### config.mk
export PLATFORM = sky130hd
export DESIGN_NAME = video_timing_gen_flat
export DESIGN_NICKNAME = d
export VERILOG_FILES = /design/src/rtl/video_pkg.sv /design/src/rtl/video_timing_gen_if.sv /design/src/rtl/video_timing_gen_io_port_slave.sv /design/src/rtl/video_timing_gen.sv /design/src/flat_wrapper.sv
export SDC_FILE = /design/constraint.sdc
export NUM_CORES = 1
export LEC_CHECK = 0
export ABC_AREA = 1
export BUFFER_PORTS_ARGS = -buffer_cell sky130_fd_sc_hd__clkbuf_2
export CAP_MARGIN = 15
export CELL_PAD_IN_SITES_DETAIL_PLACEMENT = 0
export CELL_PAD_IN_SITES_GLOBAL_PLACEMENT = 2
export CORE_ASPECT_RATIO = 1.4
export CORE_MARGIN = 1
export CORE_UTILIZATION = 28
export CTS_CLUSTER_DIAMETER = 100
export DETAILED_ROUTE_END_ITERATION = 8
export PLACE_DENSITY = 0.91
export REMOVE_ABC_BUFFERS = 1
export SYNTH_ARGS = -nofsm -noshare
export SYNTH_HDL_FRONTEND = slang
export SYNTH_SLANG_ARGS = --single-unit
### constraint.sdc
create_clock -name clk -period 2 [get_ports clk]
set_input_delay 0.2 -clock clk [delete_from_list [all_inputs] [get_ports clk]]
set_output_delay 0.2 -clock clk [all_outputs]
set_load 0.02 [all_outputs]
### src/rtl/video_pkg.sv
// Shared definitions for the IO-mapped video blocks: port addresses, default
// 640x480 raster timing, control bit positions and the status byte layout.
package video_pkg;

    localparam logic [7:0] IO_PORT_COMPOSITOR = 8'h20;
    localparam logic [7:0] IO_PORT_TIMING     = 8'h21;

    localparam int DEF_H_ACTIVE = 640;
    localparam int DEF_H_FP     = 16;
    localparam int DEF_H_SYNC   = 96;
    localparam int DEF_H_BP     = 48;
    localparam int DEF_V_ACTIVE = 480;
    localparam int DEF_V_FP     = 10;
    localparam int DEF_V_SYNC   = 2;
    localparam int DEF_V_BP     = 33;

    localparam int CTRL_EN     = 0;
    localparam int CTRL_IRQEN  = 1;
    localparam int CTRL_IRQCLR = 7;

    typedef struct packed {
        logic       irq_pending;
        logic       in_vblank;
        logic       in_hblank;
        logic [2:0] rsvd;
        logic       irq_en;
        logic       enable;
    } vtg_status_t;

    // True when lo <= pos < hi; done in int so hi may reach 1024.
    function automatic logic in_window(input logic [9:0] pos, input int lo, input int hi);
        return (int'(pos) >= lo) && (int'(pos) < hi);
    endfunction

endpackage

### src/rtl/video_timing_gen_if.sv
// IO bus shared by the IO-mapped video blocks: active-low write/read strobes,
// 16-bit address (low byte decoded), 8-bit data each way.
interface video_timing_gen_if;
    logic        io_in;
    logic        io_rd;
    logic [15:0] io_address_in;
    logic [7:0]  io_data_in;
    logic [7:0]  io_data_out;

    modport master (
        output io_in, io_rd, io_address_in, io_data_in,
        input  io_data_out
    );

    modport slave (
        input  io_in, io_rd, io_address_in, io_data_in,
        output io_data_out
    );
endinterface

### src/rtl/video_timing_gen_io_port_slave.sv
// Single-register IO port: one write pulse per low strobe, and a status byte
// latched on the first cycle of a matching read and held while io_rd is low.
module io_port_slave
    import video_pkg::*;
#(
    parameter logic [7:0] PORT_ADDR = IO_PORT_TIMING
) (
    input  logic        clk,
    input  logic        reset_n,
    input  logic        io_in,
    input  logic        io_rd,
    input  logic [15:0] io_address_in,
    input  logic [7:0]  io_data_in,
    input  logic [7:0]  rd_status,
    output logic        wr_stb,
    output logic [7:0]  wr_data,
    output logic [7:0]  io_data_out
);

    logic       wr_ack_q, wr_ack_d;
    logic       rd_ack_q, rd_ack_d;
    logic [7:0] data_out_q, data_out_d;
    logic       sel;
    logic       unused_addr_hi;

    assign sel            = (io_address_in[7:0] == PORT_ADDR);
    assign unused_addr_hi = ^io_address_in[15:8];
    assign wr_stb         = !io_in && !wr_ack_q && sel;
    assign wr_data        = io_data_in;
    assign io_data_out    = data_out_q;

    always_comb begin
        wr_ack_d   = !io_in;
        rd_ack_d   = !io_rd;
        data_out_d = data_out_q;
        if (io_rd) begin
            data_out_d = '0;
        end else if (!rd_ack_q && sel) begin
            data_out_d = rd_status;
        end
    end

    always_ff @(posedge clk or negedge reset_n) begin
        if (!reset_n) begin
            wr_ack_q   <= 1'b0;
            rd_ack_q   <= 1'b0;
            data_out_q <= '0;
        end else begin
            wr_ack_q   <= wr_ack_d;
            rd_ack_q   <= rd_ack_d;
            data_out_q <= data_out_d;
        end
    end

endmodule

### src/rtl/video_timing_gen.sv
// Raster timing generator: pixel clock-enable, X/Y counters, syncs, display
// window, frame-start strobe and vblank interrupt, controlled over one IO port.
module video_timing_gen
    import video_pkg::*;
#(
    parameter int         H_ACTIVE = DEF_H_ACTIVE,
    parameter int         H_FP     = DEF_H_FP,
    parameter int         H_SYNC   = DEF_H_SYNC,
    parameter int         H_BP     = DEF_H_BP,
    parameter int         V_ACTIVE = DEF_V_ACTIVE,
    parameter int         V_FP     = DEF_V_FP,
    parameter int         V_SYNC   = DEF_V_SYNC,
    parameter int         V_BP     = DEF_V_BP,
    parameter int         CLK_DIV  = 2,
    parameter logic [7:0] IO_PORT  = IO_PORT_TIMING
) (
    input  logic       clk,
    input  logic       reset_n,
    output logic       pix_ce,
    output logic [9:0] CounterX,
    output logic [9:0] CounterY,
    output logic       inDisplayArea,
    output logic       vga_h_sync,
    output logic       vga_v_sync,
    output logic       frame_start,
    output logic       vblank_irq,
    input  logic       irq_ack,
    video_timing_gen_if.slave io
);

    localparam int H_TOTAL  = H_ACTIVE + H_FP + H_SYNC + H_BP;
    localparam int V_TOTAL  = V_ACTIVE + V_FP + V_SYNC + V_BP;
    localparam int HS_START = H_ACTIVE + H_FP;
    localparam int VS_START = V_ACTIVE + V_FP;
    localparam int DIV_W    = (CLK_DIV > 1) ? $clog2(CLK_DIV) : 1;

    localparam logic [9:0]       H_LAST   = 10'(H_TOTAL - 1);
    localparam logic [9:0]       V_LAST   = 10'(V_TOTAL - 1);
    localparam logic [9:0]       V_IRQ    = 10'(V_ACTIVE);
    localparam logic [DIV_W-1:0] DIV_LAST = DIV_W'(CLK_DIV - 1);

    if (H_TOTAL > 1024 || V_TOTAL > 1024) begin : g_bad_total
        $error("video_timing_gen: H_TOTAL and V_TOTAL must not exceed 1024");
    end
    if (CLK_DIV < 1) begin : g_bad_div
        $error("video_timing_gen: CLK_DIV must be at least 1");
    end

    logic [DIV_W-1:0] div_q, div_d;
    logic [9:0]       cnt_x_q, cnt_x_d;
    logic [9:0]       cnt_y_q, cnt_y_d;
    logic             disp_q, disp_d;
    logic             hs_q, hs_d;
    logic             vs_q, vs_d;
    logic             fs_q, fs_d;
    logic             irq_q, irq_d;
    logic             enable_q, enable_d;
    logic             irq_en_q, irq_en_d;

    logic             wr_stb;
    logic [7:0]       wr_data;
    vtg_status_t      status;
    logic             unused_wr_bits;

    assign pix_ce         = enable_q && (div_q == DIV_LAST);
    assign unused_wr_bits = ^wr_data[6:2];

    assign status = '{
        irq_pending: irq_q,
        in_vblank:   (int'(cnt_y_q) >= V_ACTIVE),
        in_hblank:   (int'(cnt_x_q) >= H_ACTIVE),
        rsvd:        3'b000,
        irq_en:      irq_en_q,
        enable:      enable_q
    };

    io_port_slave #(
        .PORT_ADDR (IO_PORT)
    ) u_io (
        .clk           (clk),
        .reset_n       (reset_n),
        .io_in         (io.io_in),
        .io_rd         (io.io_rd),
        .io_address_in (io.io_address_in),
        .io_data_in    (io.io_data_in),
        .rd_status     (status),
        .wr_stb        (wr_stb),
        .wr_data       (wr_data),
        .io_data_out   (io.io_data_out)
    );

    // Disabled holds the raster at its reset point so re-enable restarts at (0,0).
    always_comb begin
        div_d   = div_q;
        cnt_x_d = cnt_x_q;
        cnt_y_d = cnt_y_q;
        if (!enable_q) begin
            div_d   = '0;
            cnt_x_d = H_LAST;
            cnt_y_d = V_LAST;
        end else if (pix_ce) begin
            div_d = '0;
            if (cnt_x_q == H_LAST) begin
                cnt_x_d = '0;
                cnt_y_d = (cnt_y_q == V_LAST) ? 10'd0 : cnt_y_q + 10'd1;
            end else begin
                cnt_x_d = cnt_x_q + 10'd1;
            end
        end else begin
            div_d = div_q + DIV_W'(1);
        end
    end

    // Decoded outputs come from the next counter values so they move with X/Y.
    always_comb begin
        disp_d = in_window(cnt_x_d, 0, H_ACTIVE) && in_window(cnt_y_d, 0, V_ACTIVE);
        hs_d   = !in_window(cnt_x_d, HS_START, HS_START + H_SYNC);
        vs_d   = !in_window(cnt_y_d, VS_START, VS_START + V_SYNC);
        fs_d   = pix_ce && (cnt_x_d == '0) && (cnt_y_d == '0);

        enable_d = enable_q;
        irq_en_d = irq_en_q;
        if (wr_stb) begin
            enable_d = wr_data[CTRL_EN];
            irq_en_d = wr_data[CTRL_IRQEN];
        end

        irq_d = irq_q;
        if (irq_ack || (wr_stb && wr_data[CTRL_IRQCLR])) begin
            irq_d = 1'b0;
        end
        if (pix_ce && irq_en_q && (cnt_x_d == '0) && (cnt_y_d == V_IRQ)) begin
            irq_d = 1'b1;
        end
    end

    always_ff @(posedge clk or negedge reset_n) begin
        if (!reset_n) begin
            div_q    <= '0;
            cnt_x_q  <= H_LAST;
            cnt_y_q  <= V_LAST;
            disp_q   <= 1'b0;
            hs_q     <= 1'b1;
            vs_q     <= 1'b1;
            fs_q     <= 1'b0;
            irq_q    <= 1'b0;
            enable_q <= 1'b1;
            irq_en_q <= 1'b0;
        end else begin
            div_q    <= div_d;
            cnt_x_q  <= cnt_x_d;
            cnt_y_q  <= cnt_y_d;
            disp_q   <= disp_d;
            hs_q     <= hs_d;
            vs_q     <= vs_d;
            fs_q     <= fs_d;
            irq_q    <= irq_d;
            enable_q <= enable_d;
            irq_en_q <= irq_en_d;
        end
    end

    assign CounterX      = cnt_x_q;
    assign CounterY      = cnt_y_q;
    assign inDisplayArea = disp_q;
    assign vga_h_sync    = hs_q;
    assign vga_v_sync    = vs_q;
    assign frame_start   = fs_q;
    assign vblank_irq    = irq_q;

endmodule
### src/flat_wrapper.sv
// flat-port wrapper written by rule: the top's interface ports become plain ports
module video_timing_gen_flat import video_pkg::*;
#(
    parameter int         H_ACTIVE = DEF_H_ACTIVE,
    parameter int         H_FP     = DEF_H_FP,
    parameter int         H_SYNC   = DEF_H_SYNC,
    parameter int         H_BP     = DEF_H_BP,
    parameter int         V_ACTIVE = DEF_V_ACTIVE,
    parameter int         V_FP     = DEF_V_FP,
    parameter int         V_SYNC   = DEF_V_SYNC,
    parameter int         V_BP     = DEF_V_BP,
    parameter int         CLK_DIV  = 2,
    parameter logic [7:0] IO_PORT  = IO_PORT_TIMING
)
  (clk, reset_n, pix_ce, CounterX, CounterY, inDisplayArea, vga_h_sync, vga_v_sync, frame_start, vblank_irq, irq_ack, io_io_in, io_io_rd, io_io_address_in, io_io_data_in, io_io_data_out);
  video_timing_gen_if io_i ();
  input  logic clk;
  input  logic reset_n;
  output logic pix_ce;
  output logic [9:0] CounterX;
  output logic [9:0] CounterY;
  output logic inDisplayArea;
  output logic vga_h_sync;
  output logic vga_v_sync;
  output logic frame_start;
  output logic vblank_irq;
  input  logic irq_ack;
  input wire logic [$bits(io_i.io_in)-1:0] io_io_in;
  input wire logic [$bits(io_i.io_rd)-1:0] io_io_rd;
  input wire logic [$bits(io_i.io_address_in)-1:0] io_io_address_in;
  input wire logic [$bits(io_i.io_data_in)-1:0] io_io_data_in;
  output wire logic [$bits(io_i.io_data_out)-1:0] io_io_data_out;
  assign io_i.io_in = io_io_in;
  assign io_i.io_rd = io_io_rd;
  assign io_i.io_address_in = io_io_address_in;
  assign io_i.io_data_in = io_io_data_in;
  assign io_io_data_out = io_i.io_data_out;
  video_timing_gen #(.H_ACTIVE(H_ACTIVE), .H_FP(H_FP), .H_SYNC(H_SYNC), .H_BP(H_BP), .V_ACTIVE(V_ACTIVE), .V_FP(V_FP), .V_SYNC(V_SYNC), .V_BP(V_BP), .CLK_DIV(CLK_DIV), .IO_PORT(IO_PORT)) u_core (.clk(clk), .reset_n(reset_n), .pix_ce(pix_ce), .CounterX(CounterX), .CounterY(CounterY), .inDisplayArea(inDisplayArea), .vga_h_sync(vga_h_sync), .vga_v_sync(vga_v_sync), .frame_start(frame_start), .vblank_irq(vblank_irq), .irq_ack(irq_ack), .io(io_i));
endmodule
==> impl_metrics.csv, run 1 <==
group,metric,value,unit
critical_path,max_stage_delay,0.57,ns
clock_network,clock_latency,0.29,ns
global_route,grt_max_degree,19,
yosys,ys_async_sr_fraction,100,%
yosys,ys_ff_latch,35,
pwr,powerDensity,1240,nW/µm²
critical_path,r2r-end,"u_core.vblank_irq$_DFFE_PN0P_",
yosys,yosysWarnings,0,
placement,dpl_worst_slack,-0.0225,ns
yosys,ys_types,30,
drt,wl_per_cell,12.5,µm
yosys,synth_edf_count,0,
clock_network,cts_tree,"yes",
floorplanning,num_io_pins,63,
yosys,synthMuxAreaShare,0,%
finish,n_antenna_cell,0,
pwr,p_leak,1.68,nW
critical_path,crit_path_frequent_cell,"nand2_1",
global_route,grt_pass1_wl,10100,µm
critical_path,critPathCaptureType,"register",
floorplanning,die_h,109,µm
drt,met3_length,213,µm
yosys,synth_top_family_by_area,"simple AND/OR/NAND/NOR gates",
floorplanning,die_area,8520,µm²
yosys,synthAdderAreaFrac,2.19,%
critical_path,cp_slowest_cell,"dfstp_2",
yosys,synth_compound_area_share,5.81,%
drt,viasPerCell,4.49,
yosys,synth.most_common_cell,"nand2_1",
finish,drive_gt1_share,33.3,%
floorplanning,fp.dieW,78.3,µm
yosys,syn_inst,335,
pwr,p_total,3.79,mW
clock_network,cts_buffers,5,
finish,utilization,38.9,%
timing,holdWs,0.0614,ns
drt,num_vias,2319,
clock_network,cts_root_buf,"clkbuf_8",
critical_path,cp_max_fo,4,
critical_path,r2r_slack,0.06,ns
job,cap_violations,0,
timing,finalWorstSetupSlack,0.0568,ns
yosys,synth.area.top_cells,"dfrtp_1 (24%), nand2_1 (16%), dfstp_2 (15%)",
floorplanning,coreArea,7850,µm²
timing,max_slew_margin,63.9,%
yosys,synthTopCellsByCount,"nand2_1 (98), inv_1 (60), nor2_1 (39), nand3_1 (35), dfrtp_1 (22)",
floorplanning,core.rowCount,38,
timing,fin_crit,1.94,ns
finish,syn_to_final_growth,33.6,%
critical_path,worst_setup_path_start_kind,"register",
yosys,synth_xor_xnor_area_share,0,%
critical_path,critPathKind,"reg -> reg",
timing,finalSetupViolCount,0,
yosys,synthSimpleGateAreaFrac,39.9,%
timing,finalHoldViolCount,0,
clock_network,cts.sinks,35,
global_route,grt_usage,15.7,%
placement,place_congestion,0.812,
timing,max_freq,515,MHz
clock_network,cts_buffer_depth,2,
pwr,ir_worst_vdd,0.000576,V
timing,fin_worst_skew,0.00468,ns
drt,wl_met1,2680,µm
worst_hold_path,hold_path_depth,2,
timing,maxSlewViolCount,0,
outcome,status,"complete, no violations",
finish,nets,449,
yosys,synth_top_area_share,24.1,%
drt,met2_length,3410,µm
critical_path,cp.required,2.19,ns
drt,antenna_left,0,
timing,worstMarginPinSlew,0.537,ns
placement,placedCellCount,500,
clock_network,cts_max_level,2,
worst_hold_path,hp-start,"io_io_in",
worst_hold_path,hold_path_class,"in -> reg",
drt,wirelength,6450,µm
yosys,synth-main-ff-cell,"dfrtp_1",
timing,fin_crit_sh,97.2,%
clock_network,clkTransAtPathRegs,0.07,ns
global_route,gr-total-overflow,0,
critical_path,worstReg2RegStart,"u_core.CounterX[1]$_DFF_PN1_",
placement,port_buffers,46,
drt,drtIter0Drc,72,
floorplanning,initial_utilization,29.1,%
critical_path,crit_arrival,2.13,ns
critical_path,cp_cell_sequence,"ha_4 -> nand3_2 -> nor2_4 -> buf_4 -> buf_4 -> nand3_1 -> nand2_1 -> nand3_1 -> nand4_1 -> nor2_1 -> nand2_1 -> nand2_1",
drt,top_layer_used,"met4",
yosys,yosysTopAreaCell,"dfrtp_1",
yosys,avgSynthCellArea,6.81,µm²
timing,rsz0062_at_grt,"yes",
global_route,grt_pass1_vias,2114,
global_route,antenna_found_initial,0,
yosys,synthesis.area,2280,µm²
critical_path,r2r_cells,12,
placement,dp_hpwl,5090,µm
drt,drc,0,
drt,dr.pass1.iters,4,
worst_hold_path,worst_hold_path.endpoint,"u_core.u_io.wr_ack_q$_DFF_PN0_",
yosys,yosysSeqAreaShare,39.1,%
finish,final_cell_count_no_fill,517,
[flip-flops by register name, indices dropped and copies added (netlist names)]
signal	flops
u_core.CounterX	10
u_core.CounterY	10
u_core.div_q	1
u_core.enable_q	1
u_core.frame_start	1
u_core.inDisplayArea	1
u_core.irq_en_q	1
u_core.u_io.io_data_out	5
u_core.u_io.rd_ack_q	1
u_core.u_io.wr_ack_q	1
u_core.vblank_irq	1
u_core.vga_h_sync	1
u_core.vga_v_sync	1
[area by class of cell]
| class | count | area, µm² |
|---|---|---|
| clock buffer | 8 | 100 |
| fill | 887 | 4800 |
| inverter | 63 | 236 |
| multi-input combinational | 233 | 1200 |
| sequential | 35 | 893 |
| tap | 100 | 125 |
| timing repair buffer | 78 | 488 |
[worst max path at each step]
stage / startpoint / endpoint / slack, ns / cells after the start
after floorplan: u_core.CounterX[0]$_DFF_PN1_ / u_core.vblank_irq$_DFFE_PN0P_ / 0.16 / 13
after global placement: u_core.CounterX[0]$_DFF_PN1_ / u_core.frame_start$_DFF_PN0_ / -0.02 / 11
after detailed placement: u_core.CounterX[1]$_DFF_PN1_ / u_core.frame_start$_DFF_PN0_ / -0.02 / 11
after CTS: u_core.CounterX[0]$_DFF_PN1_ / u_core.frame_start$_DFF_PN0_ / 0.02 / 12
after global routing: u_core.CounterX[1]$_DFF_PN1_ / u_core.frame_start$_DFF_PN0_ / -0.11 / 9
final: u_core.CounterX[1]$_DFF_PN1_ / u_core.vblank_irq$_DFFE_PN0P_ / 0.06 / 12
[layout by cell type (no fill, tap or decap), types with 5 or more instances in the layout]
| master | netlist | layout |
|---|---|---|
| buf_4 | 3 | 27 |
| o21ai_0 | 10 | 10 |
| nand4_1 | 11 | 11 |
| nand2_1 | 98 | 90 |
| clkbuf_8 | 1 | 7 |
| clkbuf_2 | 0 | 46 |
| nand2_2 | 1 | 8 |
| inv_2 | 3 | 6 |
| nor2_2 | 4 | 9 |
| inv_1 | 60 | 57 |
| dfrtp_1 | 22 | 21 |
| a21oi_1 | 5 | 5 |
| nor2_1 | 39 | 33 |
| nand3_1 | 35 | 32 |
| dfstp_2 | 13 | 13 |
[kinds of logic after synthesis]
logic type / Yosys count
and+or+nand+nor: 201
DFF: 35
AOI/OAI and AO/OA: 24
other: 1
adders and majority gates: 4
buffers and inverters: 70
[metal layers]
| metal | GRT usage, % | vias up |
|---|---|---|
| li1 | - | 1201 |
| met1 | 17.7 | 1062 |
| met2 | 29.4 | 45 |
| met3 | 2.18 | 11 |
| met4 | 6.08 | 0 |
| met5 | 0 | - |
[what timing repair did]
action / CTS / global route
resized for setup: 3 / 29
endpoints found under the setup margin: 4 / 5
setup buffers: 0 / 7
pin swaps: 4 / 24
endpoints found under the hold margin: 22 / 0
gates cloned: 1 / 0
hold buffers: 1 / 0
[through the flow]
stage	setup TNS (ns)	area (µm²)
final	0	3050
after global routing	-0.191	3050
after CTS	0	2900
after detailed placement	-0.0372	2770
after global placement	-0.0199	2770
after floorplan	0	2230
[where the power goes]
part	switching, mW	internal (mW)
clock	0.253	0.314
sequential	0.193	0.944
combinational	1.28	0.808
[critical path, delay by kind of cell (launching register included)]
kind          cells  cell delay, ns
fa+ha+maj         1            0.16
buf+inv           2            0.26
flops             1            0.57
simple gates      9            0.84
(Power assumes the default switching activity.)
==> run 2, diff against run 1 <==
Settings changed: CORE_UTILIZATION 28 to 25, PLACE_DENSITY 0.91 to 0.86.
Clock period 2 ns to 1.7 ns, I/O delays scaled along.
==> run 2 against run 1 <==
  * The flow now finishes with violations (negative setup slack)
  * Final area rose by 18%
  * Setup slack got worse by 0.29 ns
  * First-iteration DRC count rose by 32%
  * Critical path type unchanged
  * Largest cell class unchanged
==> impl_metrics.csv, run 2 (synthesis gave the netlist of run 1 again) <==
group,metric,value,unit
critical_path,worst_setup_path_start_kind,"register",
drt,wirelength,7340,µm
placement,dp_hpwl,5590,µm
critical_path,cp_cell_sequence,"ha_4 -> nand3_4 -> nor2_4 -> buf_4 -> buf_6 -> nand3_1 -> nand2_1 -> nand2_2 -> nand2_2 -> nand3_1 -> nor2_2 -> nand3_1",
timing,setup_tns,-1.19,ns
floorplanning,core.rowCount,40,
timing,finalSetupViolCount,9,
clock_network,clkTransAtPathRegs,0.06,ns
critical_path,max_stage_delay,0.58,ns
timing,fin_crit,1.94,ns
finish,n_antenna_cell,0,
global_route,grt_max_degree,20,
placement,place_congestion,0.833,
pwr,ir_worst_vdd,0.000721,V
drt,drtIter0Drc,95,
clock_network,cts_root_buf,"clkbuf_16",
global_route,antenna_found_initial,0,
finish,fin_area,3600,µm²
finish,syn_to_final_growth,57.9,%
finish,n_fill_cell,939,
global_route,grt_pass1_wl,11600,µm
finish,nets,500,
drt,wl_per_cell,12.8,µm
clock_network,cts_buffers,5,
drt,viasPerCell,4.50,
floorplanning,die_h,115,µm
floorplanning,coreArea,8710,µm²
clock_network,clock_latency,0.28,ns
finish,layout_common_cells,"nand2_1 (80), buf_4 (68), inv_1 (55), clkbuf_2 (45), nor2_1 (31)",
floorplanning,num_io_pins,63,
clock_network,cts.sinks,35,
timing,rsz0062_at_grt,"yes",
clock_network,cts_max_level,2,
critical_path,cp_max_fo,5,
critical_path,cpLargestDelayFamily,"simple AND/OR/NAND/NOR gates",
critical_path,cp.required,1.90,ns
critical_path,worst-path-buf-inv,2,
drt,drc,0,
job,cap_violations,0,
finish,utilization,41.4,%
floorplanning,fp.dieW,82.8,µm
clock_network,cts_buffer_depth,2,
drt,num_vias,2580,
clock_network,cts_tree,"yes",
finish,final_common_cell,"nand2_1",
timing,fin_crit_sh,114,%
timing,finalWorstSetupSlack,-0.237,ns
worst_hold_path,hold_path_class,"in -> reg",
outcome,violations,"negative setup slack",
outcome,status,"finished, violations left",
timing,finalHoldViolCount,0,
finish,drive_gt1_share,44.0,%
floorplanning,die_area,9520,µm²
drt,dr.pass1.iters,4,
global_route,grt_pass1_vias,2445,
global_route,gr-total-overflow,0,
floorplanning,initial_utilization,26.2,%
timing,max_slew_margin,66.5,%
placement,dpl-instance-area,3090,µm²
timing,max_freq,516,MHz
critical_path,r2r_slack,-0.24,ns
timing,fin_worst_skew,0.00545,ns
timing,worstMarginPinSlew,0.503,ns
critical_path,crit_path_frequent_cell,"nand3_1",
placement,port_buffers,46,
critical_path,crit_arrival,2.14,ns
timing,maxSlewViolCount,0,
global_route,grt_usage,16.4,%
pwr,powerDensity,1520,nW/µm²
critical_path,cp_slowest_cell,"dfstp_2",
pwr,p_leak,1.96,nW
critical_path,critPathCaptureType,"register",
drt,antenna_left,0,
critical_path,critPathKind,"reg -> reg",
## run 2: cell types whose count changed in the layout (fill, tap and decap cells not counted), sizes merged
cell      before  now
buf           31   83
clkinv         0    1
clkbuf        54   51
clkinvlp       0    1
## run 2: power breakdown
group          switching (mW)  internal (mW)  total [mW]
Clock                   0.361          0.541       0.902
Combinational            1.78           1.50        3.27
Sequential              0.194           1.11        1.30
## run 2: final cells by class
class	instances	area [µm²]	area share, %
clock buffers	6	129	3.58
clock inverters	2	12.5	0.347
inverters	63	241	6.70
multi-input cells	233	1270	35.3
flip-flops and latches	35	892	24.7
well taps	105	131	3.64
repair buffers	129	927	25.7
## run 2: what timing repair did
| action | in CTS | in global routing |
|---|---|---|
| setup endpoints to repair | 13 | 18 |
| gates cloned | 1 | 0 |
| hold buffers | 1 | 0 |
| gates resized for setup | 34 | 34 |
| hold endpoints to repair | 12 | 0 |
| setup buffers | 7 | 14 |
| pin swaps | 16 | 24 |
## run 2: per-stage QoR
step           instances  setup WS (ns)  hold WS, ns  power (mW)
2_1_floorplan        330         -0.141       -0.126        2.69
3_3_place_gp         546         -0.354        0.165        3.98
3_5_place_dp         546         -0.382        0.166        3.99
4_1_cts              563         -0.198       0.0372        5.25
5_1_grt              573         -0.373       0.0414        5.87
6_report             573         -0.237       0.0364        5.48
## run 2: path summary, 6_finish.rpt
check                                                             from                                      to  depth (start not counted)
worst min register to register  u_core.u_io.io_data_out[6]$_DFFE_PN0P_  u_core.u_io.io_data_out[6]$_DFFE_PN0P_                          2
worst max-delay path                      u_core.CounterX[0]$_DFF_PN1_             u_core.vga_v_sync$_DFF_PN1_                         12
max in group asynchronous                                      reset_n            u_core.CounterX[1]$_DFF_PN1_                          3
worst min-delay path                                          io_io_in          u_core.u_io.wr_ack_q$_DFF_PN0_                          2
min in group asynchronous                                      reset_n          u_core.inDisplayArea$_DFF_PN0_                          2
worst max register to register            u_core.CounterX[0]$_DFF_PN1_             u_core.vga_v_sync$_DFF_PN1_                         12
## run 2: per-layer routing
metal | part of all wire [%] | GRT usage (%) | up-vias | wire length, µm
met2 | 54 | 30.3 | 74 | 3950
met4 | 3.1 | 7.24 | 0 | 226
met5 | 0 | 0 | - | 0
li1 | - | - | 1310 | -
met1 | 40 | 18.1 | 1178 | 2910
met3 | 3.5 | 1.98 | 18 | 255
==> run 3, diff against run 2 <==
Settings changed: CORE_UTILIZATION 25 to 26, CTS_BUF_LIST from default to sky130_fd_sc_hd__clkbuf_4 sky130_fd_sc_hd__clkbuf_8, PLACE_DENSITY 0.86 to 0.89.
==> run 3 against run 2 <==
  * The run still ends with negative setup slack left
  * Maximum frequency is 0.37% higher
  * Clock power is 24% lower
  * Flip-flop and latch count stayed put
  * Count of clock-buffer cells in the layout is 2 higher
  * Final area is 3.6% lower
  * Power is 7.1% lower
  * Non-clock buffer count is 6 lower
  * Sequential share of layout area is 0.96 points higher
  * Combinational power is 5% lower
  * Critical path type unchanged
  * Highest routed layer unchanged
==> impl_metrics.csv, run 3 (synthesis gave the netlist of run 1 again) <==
group,metric,value,unit
finish,syn_to_final_growth,52.2,%
drt,wirelength,7260,µm
drt,antenna_left,0,
finish,nets,494,
finish,n_fill_cell,910,
finish,layout_common_cells,"nand2_1 (82), buf_4 (69), inv_1 (54), clkbuf_2 (45), nor2_1 (31)",
worst_hold_path,hp-start,"io_io_in",
floorplanning,num_io_pins,63,
global_route,antenna_found_initial,0,
clock_network,cts_tree,"yes",
pwr,p_total,5.09,mW
floorplanning,core.rowCount,40,
placement,dp_hpwl,5700,µm
pwr,p_leak,1.91,nW
clock_network,clock_latency,0.28,ns
worst_hold_path,hold_path_class,"in -> reg",
global_route,grt_max_degree,24,
clock_network,cts_root_buf,"clkbuf_8",
job,cap_violations,0,
timing,finalSetupViolCount,10,
drt,viasPerCell,4.58,
pwr,ir_worst_vdd,0.000695,V
finish,n_antenna_cell,0,
drt,drc,0,
clock_network,cts_max_level,2,
floorplanning,die_area,9160,µm²
timing,fin_crit,1.93,ns
timing,finalHoldViolCount,0,
placement,place_congestion,0.853,
global_route,grt_pass1_vias,2501,
critical_path,crit_path_start,"u_core.enable_q$_DFFE_PN1P_",
outcome,status,"finished, violations left",
timing,rsz0062_at_grt,"yes",
pwr,powerDensity,1460,nW/µm²
floorplanning,coreArea,8560,µm²
clock_network,cts_buffers,5,
finish,final_cell_count_no_fill,567,
clock_network,cts.sinks,35,
floorplanning,fp.dieW,81.2,µm
drt,num_vias,2598,
critical_path,crit_arrival,2.14,ns
global_route,grt_pass1_wl,11300,µm
finish,drive_gt1_share,43.7,%
placement,dpl_worst_slack,-0.278,ns
timing,fin_crit_sh,114,%
timing,max_slew_margin,60.2,%
timing,fin_worst_skew,0.00381,ns
critical_path,cp_max_fo,6,
timing,finalWorstSetupSlack,-0.230,ns
global_route,gr-total-overflow,0,
clock_network,clkTransAtPathRegs,0.07,ns
clock_network,cts_buffer_depth,2,
critical_path,worst_setup_path_start_kind,"register",
placement,placedCellCount,543,
critical_path,worstReg2RegStart,"u_core.enable_q$_DFFE_PN1P_",
timing,max_freq,518,MHz
critical_path,critPathCaptureType,"register",
drt,dr.pass1.iters,4,
critical_path,critPathKind,"reg -> reg",
placement,port_buffers,46,
finish,final_common_cell,"nand2_1",
timing,holdWs,0.0369,ns
timing,worstMarginPinSlew,0.596,ns
timing,maxSlewViolCount,0,
outcome,violations,"negative setup slack",
drt,wl_per_cell,12.8,µm
global_route,grt_usage,16.2,%
drt,drtIter0Drc,83,
floorplanning,die_h,113,µm
critical_path,cp.required,1.91,ns
floorplanning,initial_utilization,26.7,%
==> run 3: metrics by stage <==
step                TNS (ns)  utilization [%]  area [µm²]
finish                 -1.25             40.6        3470
floorplan             -0.541                -        2230
global placement       -1.46             35.7        3060
global route           -2.30             40.6        3470
CTS                    -1.24             38.3        3280
detailed placement     -1.59             35.7        3060
==> run 3: report_power, final <==
part           internal [mW]  total [mW]  leakage (nW)  switching [mW]
clock                  0.386       0.682        0.0549           0.297
sequential              1.11        1.31         0.427           0.195
combinational           1.37        3.10          1.43            1.73
total                   2.86        5.09          1.91            2.22
==> run 3: worst max-delay path: stages, from the launching register on <==
cell	delay, ns
dfstp_2	0.61
buf_4	0.15
nand3_4	0.08
nor2_4	0.20
nand4_1	0.17
nand3_2	0.14
nand2_2	0.06
nor2_1	0.10
nand2_1	0.06
nor2_1	0.11
nand2_1	0.06
nor2_1	0.11
==> run 3: path summary, 6_finish.rpt <==
check | endpoint | slack, ns | cells past startpoint
max | u_core.frame_start$_DFF_PN0_ | -0.23 | 11
min in group asynchronous | u_core.u_io.io_data_out[6]$_DFFE_PN0P_ | 0.44 | 2
max in group asynchronous | u_core.CounterY[9]$_DFF_PN1_ | 0.64 | 3
min | u_core.u_io.wr_ack_q$_DFF_PN0_ | 0.04 | 2
max reg2reg | u_core.frame_start$_DFF_PN0_ | -0.23 | 11
min reg2reg | u_core.u_io.io_data_out[7]$_DFFE_PN0P_ | 0.54 | 2
==> run 3: per-layer routing <==
metal	up-vias	track usage [%]	share of wire [%]
li1	1292	-	-
met1	1205	17.0	38
met2	73	30.6	53
met3	28	2.34	3.6
met4	0	7.62	4.7
met5	-	0	0
==> run 3: layout make-up <==
class | instances | area (µm²) | share of cell area [%]
Inverter | 63 | 240 | 6.91
Clock buffer | 8 | 104 | 2.99
Sequential cell | 35 | 893 | 25.7
Multi-Input combinational cell | 233 | 1260 | 36.3
Timing Repair Buffer | 123 | 846 | 24.3
Tap cell | 105 | 131 | 3.78
==> run 3: repair_timing <==
| action | 4_1_cts | 5_1_grt |
|---|---|---|
| gates cloned | 1 | 0 |
| setup buffers | 3 | 12 |
| endpoints found under the setup margin | 11 | 17 |
| hold endpoints to repair | 13 | 0 |
| gates resized for setup | 18 | 38 |
| hold buffers | 1 | 0 |
| pin swaps | 8 | 22 |
